<file path="src/rtl/lm07_spi_reader.sv">
// LM07-style SPI temperature reader: periodically clocks a 16-bit frame out of the
// sensor, publishes the raw word, whole degrees C and a trailing-bit frame check.
module lm07_spi_reader #(
  parameter int unsigned HALF   = 4,
  parameter int unsigned PERIOD = 1000
) (
  input  logic       clk,
  input  logic       rst_n,
  input  logic       en,
  input  logic       sio,
  output logic       cs,
  output logic       sck,
  output logic       busy,
  output logic [15:0] temp_raw,
  output logic [8:0] temp_c,
  output logic       valid,
  output logic       frame_err
);

  localparam int unsigned CW = 8;
  localparam int unsigned TW = (PERIOD > 1) ? $clog2(PERIOD) : 1;

  typedef enum logic [1:0] {IDLE, SETUP, SHIFT, HOLD} state_e;

  state_e        state_q, state_d;
  logic [CW-1:0] cnt_q, cnt_d;
  logic [3:0]    bit_q, bit_d;
  logic [TW-1:0] timer_q, timer_d;
  logic [15:0]   shift_q, shift_d;
  logic [1:0]    sync_q, sync_d;
  logic          cs_q, cs_d;
  logic          sck_q, sck_d;
  logic          busy_q, busy_d;
  logic          valid_q, valid_d;
  logic [15:0]   temp_raw_q, temp_raw_d;
  logic          frame_err_q, frame_err_d;
  logic          half_done;

  assign half_done = (cnt_q == CW'(HALF - 1));

  // Next-state and output logic; every SCK phase lasts HALF clk cycles.
  always_comb begin
    state_d     = state_q;
    cnt_d       = cnt_q;
    bit_d       = bit_q;
    timer_d     = timer_q;
    shift_d     = shift_q;
    sync_d      = {sync_q[0], sio};
    cs_d        = cs_q;
    sck_d       = sck_q;
    valid_d     = 1'b0;
    temp_raw_d  = temp_raw_q;
    frame_err_d = frame_err_q;

    case (state_q)
      IDLE: begin
        cs_d  = 1'b1;
        sck_d = 1'b0;
        cnt_d = '0;
        bit_d = '0;
        if (timer_q != '0) begin
          timer_d = timer_q - TW'(1);
        end else if (en) begin
          state_d = SETUP;
          cs_d    = 1'b0;
        end
      end
      SETUP: begin
        if (half_done) begin
          cnt_d   = '0;
          sck_d   = 1'b1;
          state_d = SHIFT;
        end else begin
          cnt_d = cnt_q + CW'(1);
        end
      end
      SHIFT: begin
        if (half_done) begin
          cnt_d = '0;
          if (sck_q) begin
            // Falling SCK edge: sample the synchronized data bit.
            sck_d   = 1'b0;
            shift_d = {shift_q[14:0], sync_q[1]};
            bit_d   = 4'(bit_q + 4'd1);
            if (bit_q == 4'd15) state_d = HOLD;
          end else begin
            sck_d = 1'b1;
          end
        end else begin
          cnt_d = cnt_q + CW'(1);
        end
      end
      HOLD: begin
        if (half_done) begin
          cnt_d       = '0;
          state_d     = IDLE;
          cs_d        = 1'b1;
          valid_d     = 1'b1;
          temp_raw_d  = shift_q;
          frame_err_d = (shift_q[4:0] != 5'b11111);
          timer_d     = TW'(PERIOD - 1);
        end else begin
          cnt_d = cnt_q + CW'(1);
        end
      end
      default: state_d = IDLE;
    endcase

    busy_d = (state_d != IDLE) || valid_d;
  end

  always_ff @(posedge clk or negedge rst_n) begin
    if (!rst_n) begin
      state_q     <= IDLE;
      cnt_q       <= '0;
      bit_q       <= '0;
      timer_q     <= '0;
      shift_q     <= '0;
      sync_q      <= '0;
      cs_q        <= 1'b1;
      sck_q       <= 1'b0;
      busy_q      <= 1'b0;
      valid_q     <= 1'b0;
      temp_raw_q  <= '0;
      frame_err_q <= 1'b0;
    end else begin
      state_q     <= state_d;
      cnt_q       <= cnt_d;
      bit_q       <= bit_d;
      timer_q     <= timer_d;
      shift_q     <= shift_d;
      sync_q      <= sync_d;
      cs_q        <= cs_d;
      sck_q       <= sck_d;
      busy_q      <= busy_d;
      valid_q     <= valid_d;
      temp_raw_q  <= temp_raw_d;
      frame_err_q <= frame_err_d;
    end
  end

  assign cs        = cs_q;
  assign sck       = sck_q;
  assign busy      = busy_q;
  assign valid     = valid_q;
  assign temp_raw  = temp_raw_q;
  assign temp_c    = temp_raw_q[15:7];
  assign frame_err = frame_err_q;

endmodule

</file>
<file path="config.mk">
export PLATFORM = sky130hd
export DESIGN_NAME = lm07_spi_reader
export DESIGN_NICKNAME = d
export VERILOG_FILES = /design/src/rtl/lm07_spi_reader.sv
export SDC_FILE = /design/constraint.sdc
export NUM_CORES = 1
export LEC_CHECK = 0
export CORE_MARGIN = 5
export CORE_UTILIZATION = 35
export DETAILED_ROUTE_END_ITERATION = 8
export PLACE_DENSITY_LB_ADDON = 0.15
export SLEW_MARGIN = 40
export SYNTH_ARGS = -nofsm -noshare
export SYNTH_HDL_FRONTEND = slang
export SYNTH_SLANG_ARGS = --single-unit
</file>
<file path="constraint.sdc">
create_clock -name clk -period 2.1 [get_ports clk]
set_clock_uncertainty 0.1 [all_clocks]
set_input_delay 0.21 -clock clk [delete_from_list [all_inputs] [get_ports clk]]
set_output_delay 0.21 -clock clk [all_outputs]
set_load 0.03 [all_outputs]
</file>
==> results of run 1 <==
[cells in the mapped netlist (5+ instances only)]
master | count | area (sq um)
nor2_1 | 12 | 45.0
xor2_1 | 14 | 123
or3_1 | 5 | 31.3
dfrtp_1 | 62 | 1550
ha_1 | 9 | 113
buf_4 | 9 | 67.6
inv_1 | 7 | 26.3
mux2_2 | 33 | 372
a21oi_1 | 6 | 30.0
nand2_1 | 12 | 45.0
nor3_1 | 10 | 50.1
nand3_1 | 7 | 35.0
[power by group through the flow]
stage               registers [W]  clock network (W)    logic, W
finish                    0.00123           0.000962   0.0000471
global route              0.00123            0.00105   0.0000545
CTS                       0.00123            0.00101   0.0000475
detailed placement        0.00125                  0   0.0000455
global placement          0.00125                  0   0.0000448
floorplan                 0.00125                  0  0.00000664
[state kept, by name, summed over array words and instances, names as in the netlist]
register / count
shift_q: 16
state_q: 2
valid: 1
bit_q: 4
sck: 1
temp_raw: 16
cnt_q: 8
timer_q: 10
frame_err: 1
sync_q: 2
busy: 1
cs: 1
[worst reg2reg max path: cells and delay by family, from the launching register on]
kind                       cells  cell delay [ns]
DFF                            1             0.36
muxes                          1             0.30
and+or+nand+nor                2             0.78
adders and majority gates      1             0.18
buffers and inverters          2             0.34
[worst max-delay path by stage]
stage / start / endpoint / slack [ns] / cells past startpoint
detailed placement: cnt_q[0] / timer_q[6] / -0.09 / 6
global placement: cnt_q[0] / timer_q[6] / -0.04 / 6
floorplan: cnt_q[0] / shift_q[10] / -0.23 / 6
global route: cnt_q[1] / bit_q[3] / -0.17 / 8
finish: cnt_q[1] / shift_q[2] / -0.05 / 6
CTS: cnt_q[1] / timer_q[6] / -0.07 / 6
[through the flow]
step | total power [W] | worst slack, ns | instance area [sq um] | cells | util [%]
after global routing | 0.00233 | -0.168 | 4000 | 422 | 48.4
after CTS | 0.00228 | -0.0736 | 3830 | 416 | 46.3
after detailed placement | 0.00130 | -0.0872 | 3590 | 397 | 43.5
after global placement | 0.00129 | -0.0440 | 3590 | 397 | 43.5
final | 0.00224 | -0.0526 | 4000 | 422 | 48.4
after floorplan | 0.00125 | -0.231 | 2980 | 243 | -
[routing by layer]
metal / vias to the layer above / wire length [um] / track usage, %
met5: - / 0 / 0
met4: 0 / 140 / 6.16
met3: 13 / 246 / 3.69
met2: 43 / 2740 / 18.1
met1: 956 / 2890 / 15.7
li1: 996 / - / -
[timing repair]
action	4_1_cts	5_1_grt
pin swaps	3	4
resized for setup	6	18
buffers inserted	2	4
endpoints found under the hold margin	62	0
cloned	0	3
hold buffers	1	0
endpoints found under the setup margin	38	47
[cell families (layout without fill, tap and decap cells)]
group / Yosys count / in the layout
xor gates and xnor gates: 16 / 16
and+or+nand+nor: 71 / 72
AOI/OAI and AO/OA: 24 / 24
muxes: 34 / 34
adders and majority gates: 9 / 9
buffers and inverters: 26 / 99
DFF: 63 / 63
[area by class of cell]
cell class,instances,area [sq um]
inverters,8,30.0
repair buffers,75,718
clock inverters,6,43.8
clock buffers,10,138
fillers,782,4260
well taps,105,131
multi-input cells,155,1360
flip-flops and latches,63,1580
==> metrics, run 1 <==
outcome finished with violations; failing checks negative setup slack; Mapped Avg Cell Area 12.2 sq um; nets 325; DRT antenna net count 0; Remaining DRCs 0; row count 33; Hold WC Path Type input pin to register; pin count of the biggest net entering global routing 64; initial antenna violation count 0; Yosys warnings 0; Hold Vio Cnt, Final 0; Comb pwr share about 2.1%; post-synthesis xor/xnor area fraction between 4 and 5%; Iter 0 DRT Violations between 50 and 60; hold path cells 1; vias per cell approximately 4.8; crit end category register; Yosys reg bits between 60 and 70; Top Ports 34; GP Congestion ~0.82; Worst path max stage delay around 0.53 ns; Avg WL per Cell 14.3 um; Reg-to-Reg Start cnt_q[1]; chip height about 100 um; Main synth FF type dfrtp_1; total internal power about 0.0017 W; Post-Synth Adder-Cell Area under 10%; final wirelength 6.02 mm; synth-to-layout area growth 34.6%; root buf cell clkbuf_8; critical path peak fanout 9; Slew Limit Headroom ~69%; grt ovf 0; Num CTS Buffers 9; share of cells above drive strength 1 around 34%; clock tree buffer depth 2; mux cell area share after synthesis about an eighth; Port-buffer cells 33; sw frac between 20% and 30%; post-DP HPWL 3.80 mm; Worst-Margin Slew ~0.46 ns; Worst EP arrival ~2.3 ns; clock sinks 63; syn_nets 256; Slew Limit Fails 0; Die X-Extent 102 um; Antenna Cells 0; Worst path slowest cell or4b_4; Setup crit start kind register; Crit Path Class register to register; Clock power frac 43.0%; Worst Path Required about 2.2 ns; family with the most delay on the worst path simple AND/OR/NAND/NOR gates; commonest cells after routing, fill and taps aside dfrtp_1, buf_4, clkdlybuf4s50_1; Post-synth EDFFs 0; Pleak 1.86 nW; Final setup viols 20; sequential element share of the synthesized area about 53%; crit path cell chain ha_2 -> or4b_4 -> nor4_4 -> buf_6 -> clkbuf_16 -> mux2_4; Worst R2R Path Depth 6; maxcap violations 0; Starting Density roughly 36%; DR vias between 2000 and 2500; most common cell after layout, fill and taps aside dfrtp_1; Fmax between 0.4 and 0.5 GHz; Clock Latency Late Sink between 0.3 and 0.4 ns; Max IR drop VDD 0.000377 V; Mapped Cells ~240; final setup TNS -0.699 ns; total track usage 12.1%; Synth Area in Compound Gates around 6.6%; Switch Pwr about 0.00053 W; Reg power frac a little over half; hold endpoint sync_q[0]; post-synthesis simple-gate area fraction between 10 and 15%; FF-to-FF setup slack -0.05 ns; main combinational cell family by area after synthesis simple AND/OR/NAND/NOR gates; synthesized cell area 2970 sq um; Clk pin slew, worst setup/hold paths ~0.070 ns; full die area 10400 sq um; TritonCTS clock tree yes; Min Clock Period, post-route between 2 and 2.5 ns; async set or reset register ratio after synthesis 100%; Core Box Area around 8300 sq um; vias in the first global route between 2000 and 2500; Pre-antenna DRT Iters 4; Setup WS post-layout -0.0526 ns; worst reg2reg endpoint shift_q[2]; post-synth cell types 49; CTS H-tree depth 3; first-pass GRT wire length approximately 9.8 mm; PD cells around 560 nW/um^2; fin crit share 103%; Buf+Inv Stages, Crit Path 2; hold slack ~0.21 ns; RSZ-0062 raised after global routing yes; min-delay src sio
Power figures use the tool's default switching activity.
==> inputs of run 2 (changes only) <==
Settings changed: CORE_UTILIZATION 35 to 50.
==> metrics, run 2 (synthesized netlist as in run 1, its figures left out) <==
FF-to-FF setup slack -0.10 ns (-0.05 ns); row count 28 (-15%); nets 324 (-0.31%); root buf cell clkbuf_8; Final setup viols 21 (+5.0%); Worst EP arrival 2.32 ns (+0.04 ns); Buf+Inv Stages, Crit Path 2 (unchanged); Avg WL per Cell 15.4 um (+8.2%); vias in the first global route 2061 (-2.7%); final wirelength 6.03 mm (+0.22%); hold slack 0.217 ns (+0.00944 ns); Worst path slowest cell or4b_4; Antenna Cells 0 (unchanged); Register Area 1580 sq um (unchanged); Clock Latency Late Sink 0.33 ns (about the same); outcome finished with violations; CTS H-tree depth 3 (unchanged); Setup crit start kind register; Worst R2R Path Depth 6 (unchanged); Num CTS Buffers 9 (unchanged); worst reg2reg endpoint shift_q[15]; failing checks negative setup slack; grt ovf 0 (unchanged); Port-buffer cells 33 (unchanged); synth-to-layout area growth 34.7% (about the same); crit path cell chain ha_2 -> or4b_4 -> nor4_4 -> buf_6 -> clkbuf_16 -> mux2_4; chip height 87.0 um (-15%); DRT antenna net count 0 (unchanged); post-DP HPWL 3.88 mm (+2.1%); fillers 422 (-46%); commonest cells after routing, fill and taps aside dfrtp_1, clkdlybuf4s50_1, buf_4; Worst path max stage delay 0.53 ns (about the same); final setup TNS -1.49 ns (-0.794 ns); Worst-Margin Slew 0.425 ns (-0.0340 ns); Worst Path Required 2.22 ns (about the same); Slew Limit Fails 0 (unchanged); fin crit share 105% (+2.3 points); Setup WS post-layout -0.101 ns (-0.0488 ns); first-pass GRT wire length 9.66 mm (-1.5%); pin count of the biggest net entering global routing 64 (unchanged); Max IR drop VDD 0.000379 V (+0.65%); total track usage 16.5% (+4.5 points); Starting Density 50.7% (+15 points); Pre-antenna DRT Iters 4 (unchanged); critical path peak fanout 9 (unchanged); hold endpoint sync_q[0]; TritonCTS clock tree yes; Fmax 0.454 GHz (-2.2%); initial antenna violation count 0 (unchanged); GP Congestion 0.755 (-8.5%); Crit Path Class register to register; Core Box Area 5850 sq um (-29%); maxcap violations 0 (unchanged); share of cells above drive strength 1 35.4% (+1.1 points); min-delay src sio; RSZ-0062 raised after global routing yes; hold path cells 1 (unchanged); Top Ports 34 (unchanged); Iter 0 DRT Violations 64 (+10%); Reg-to-Reg Start cnt_q[0]; Remaining DRCs 0 (unchanged); most common cell after layout, fill and taps aside dfrtp_1; clock tree buffer depth 2 (unchanged); vias per cell 5.31 (+12%); Clk pin slew, worst setup/hold paths 0.07 ns (about the same); Hold Vio Cnt, Final 0 (unchanged); Slew Limit Headroom 71.6% (+2.2 points); Crit. Startpoint cnt_q[0]; Min Clock Period, post-route 2.20 ns (+0.0488 ns); clock sinks 63 (unchanged); Pleak 1.85 nW (-0.37%); multi-input logic area 1380 sq um (+1.9%); full die area 7580 sq um (-27%); Hold WC Path Type input pin to register; overall power 0.00230 W (+2.9%); PD cells 575 nW/um^2 (+2.8%); crit end category register; DR vias 2076 (+3.4%); Die X-Extent 87.0 um (-15%); family with the most delay on the worst path simple AND/OR/NAND/NOR gates
run 2: layout make-up:
type | instances | area share, %
Clock buffer | 9 | 3.10
Clock inverter | 7 | 1.78
Inverter | 8 | 0.751
Multi-Input combinational cell | 156 | 34.6
Sequential cell | 63 | 39.5
Tap cell | 75 | 2.35
Timing Repair Buffer | 73 | 18.0
run 2: worst max path at each step:
stage,to,slack (ns),cells after the start
finish,shift_q[15],-0.10,6
global route,bit_q[3],-0.19,8
CTS,timer_q[6],-0.08,6
detailed placement,timer_q[6],-0.17,8
global placement,busy,-0.04,6
floorplan,shift_q[10],-0.23,6
run 2: per-layer routing:
metal  part of all wire (%)  GRT usage, %
met5                      0             0
met1                     49          22.8
met2                     47          24.6
met3                    3.0          3.41
met4                    1.1          8.64
run 2: repair_timing:
item	in CTS	in global routing
setup endpoints to repair	33	42
pin swaps	0	3
resized for setup	9	25
setup buffers	0	2
cloned	0	4
hold endpoints to repair	62	0
hold buffers	1	0
run 2: per-stage QoR:
step / cell area (sq um) / worst slack, ns / std cells / util [%]
final: 4000 / -0.101 / 391 / 68.3
after global routing: 4000 / -0.190 / 391 / 68.3
after CTS: 3820 / -0.0790 / 386 / 65.2
after detailed placement: 3570 / -0.171 / 369 / 61.0
after global placement: 3570 / -0.0386 / 369 / 61.0
after floorplan: 2980 / -0.231 / 243 / -
run 2: report_power, final:
part / internal (W) / switching, W / total (W) / leakage, nW
combinational: 0.0000177 / 0.0000272 / 0.0000449 / 0.928
clock: 0.000547 / 0.000482 / 0.00103 / 0.0916
sequential: 0.00122 / 0.00000627 / 0.00123 / 0.833
total: 0.00179 / 0.000515 / 0.00230 / 1.85
run 2: worst register-to-register path: cells and delay by family, from the launching register on:
family / cells / cell delay (ns)
AND/OR/NAND/NOR: 2 / 0.79
flip-flops: 1 / 0.35
buffers and inverters: 2 / 0.34
multiplexers: 1 / 0.31
adder cells (fa/ha/maj): 1 / 0.20
==> inputs of run 3 (changes only) <==
Settings changed: ABC_AREA set to 0, CORE_ASPECT_RATIO set to 1.4.
==> metrics, run 3 (synthesized netlist as in run 1, its figures left out) <==
outcome finished with violations; failing checks negative setup slack; Fmax 0.455 GHz (+0.19%); Top Ports 34 (unchanged); PD cells 557 nW/um^2 (-3.2%); Final setup viols 20 (-4.8%); Hold WC Path Type input pin to register; full die area 7600 sq um (+0.29%); commonest cells after routing, fill and taps aside dfrtp_1, clkdlybuf4s50_1, buf_4; hold path cells 1 (unchanged); fillers 428 (+1.4%); Slew Limit Headroom 65.6% (-6.0 points); Clk pin slew, worst setup/hold paths 0.07 ns (about the same); Port-buffer cells 33 (unchanged); Iter 0 DRT Violations 129 (+100%); Remaining DRCs 0 (unchanged); chip height 101 um (+16%); Comb pwr share 2.2% (+0.2 points); Worst-Margin Slew 0.515 ns (+0.0903 ns); Min Clock Period, post-route 2.20 ns (-0.00418 ns); Setup WS post-layout -0.0972 ns (+0.00418 ns); final wirelength 6.13 mm (+1.6%); vias in the first global route 2263 (+9.8%); TritonCTS clock tree yes; Switch Pwr 0.000504 W (-2.1%); post-DP HPWL 4.13 mm (+6.2%); Pre-antenna DRT Iters 4 (unchanged); clock sinks 63 (unchanged); total track usage 17.7% (+1.2 points); pin count of the biggest net entering global routing 33 (-48%); Crit. Startpoint cnt_q[0]; crit end category register; Setup crit start kind register; synth-to-layout area growth 31.1%; first-pass GRT wire length 10.2 mm (+5.4%); Reg-to-Reg Start cnt_q[0]; hold slack 0.204 ns (-0.0135 ns); Clock Latency Late Sink 0.34 ns (about the same); DR vias 2058 (-0.87%); Reg power frac 56.7% (+3.4 points); GP Congestion 0.837 (+11%); Worst R2R Path Depth 6 (unchanged); final setup TNS -1.44 ns (+0.0500 ns); critical path peak fanout 4 (-5); Worst Path Required 2.21 ns (about the same); Pleak 1.84 nW (-0.74%); Avg WL per Cell 16.1 um (+4.6%); Die X-Extent 75.1 um (-14%); Starting Density 51.0% (+0.25 points); vias per cell 5.42 (+2.0%); grt ovf 0 (unchanged); RSZ-0062 raised after global routing yes; initial antenna violation count 0 (unchanged); CTS H-tree depth 3 (unchanged); min-delay src sio; most common cell after layout, fill and taps aside dfrtp_1; row count 33 (+18%); maxcap violations 0 (unchanged); Slew Limit Fails 0 (unchanged); sw frac 23.3% (+0.90 points); fin crit share 105% (-0.20 points); Worst EP arrival 2.31 ns (about the same); Core Box Area 5820 sq um (-0.49%); Num CTS Buffers 9 (unchanged); share of cells above drive strength 1 33.2% (-2.2 points); post-route cell area 3890 sq um (-2.7%); Max IR drop VDD 0.000395 V (+4.2%); root buf cell clkbuf_8; clock tree buffer depth 2 (unchanged); Clock power frac 41.1% (-3.6 points); DP Area 3520 sq um (-1.2%); total internal power 0.00166 W (-6.9%); DRT antenna net count 0 (unchanged); Hold Vio Cnt, Final 0 (unchanged); nets 318 (-1.9%); Crit Path Class register to register; Antenna Cells 0 (unchanged)
-- run 3: area by class of cell --
type | instances | area [sq um] | area share, %
repair buffers | 69 | 666 | 17.1
clock buffers | 10 | 128 | 3.28
clock inverters | 6 | 37.5 | 0.965
flip-flops and latches | 63 | 1580 | 40.6
well taps | 70 | 87.6 | 2.25
inverters | 8 | 30.0 | 0.772
multi-input cells | 154 | 1360 | 35.1
-- run 3: through the flow --
stage	worst slack, ns	std cells	utilization [%]	power (W)
after floorplan	-0.231	243	-	0.00125
after global placement	-0.0767	359	60.5	0.00129
after detailed placement	-0.104	359	60.5	0.00130
after CTS	-0.0951	377	64.3	0.00220
after global routing	-0.186	380	66.8	0.00226
final	-0.0972	380	66.8	0.00217
-- run 3: per-layer routing --
layer | global-route usage (%) | up-vias | routed length, um
met5 | 0 | - | 0
met4 | 9.04 | 0 | 125
met3 | 5.16 | 12 | 200
li1 | - | 971 | -
met2 | 29.2 | 35 | 3250
met1 | 20.6 | 1040 | 2550
-- run 3: power groups by stage --
stage                       logic, W  clock network (W)  registers (W)
after detailed placement   0.0000457                  0        0.00125
after CTS                  0.0000484           0.000922        0.00123
after global routing       0.0000555           0.000977        0.00123
after floorplan           0.00000664                  0        0.00125
after global placement     0.0000445                  0        0.00125
final                      0.0000485           0.000889        0.00123
-- run 3: worst max-delay path: stages, from the launching register on --
cell and delay (ns):
dfrtp_1 0.36, ha_2 0.20, or4b_4 0.54, o21ai_4 0.18
o2111ai_4 0.13, o31a_1 0.25, or3_1 0.32
-- run 3: path summary, 6_finish.rpt --
| check | end | slack (ns) |
|---|---|---|
| max | timer_q[6] | -0.1 |
| max reg2reg | timer_q[6] | -0.1 |
| min | sync_q[0] | 0.20 |
| min in group asynchronous | temp_raw[4] | 0.23 |
| min reg2reg | sync_q[1] | 0.27 |
| max in group asynchronous | cnt_q[5] | 1.10 |
-- run 3: what timing repair did --
action,CTS,global route
gates resized for setup,8,21
pin swaps,3,2
buffers inserted,1,1
hold buffers,1,0
cloned,0,2
hold endpoints to repair,13,0
setup endpoints to repair,44,46
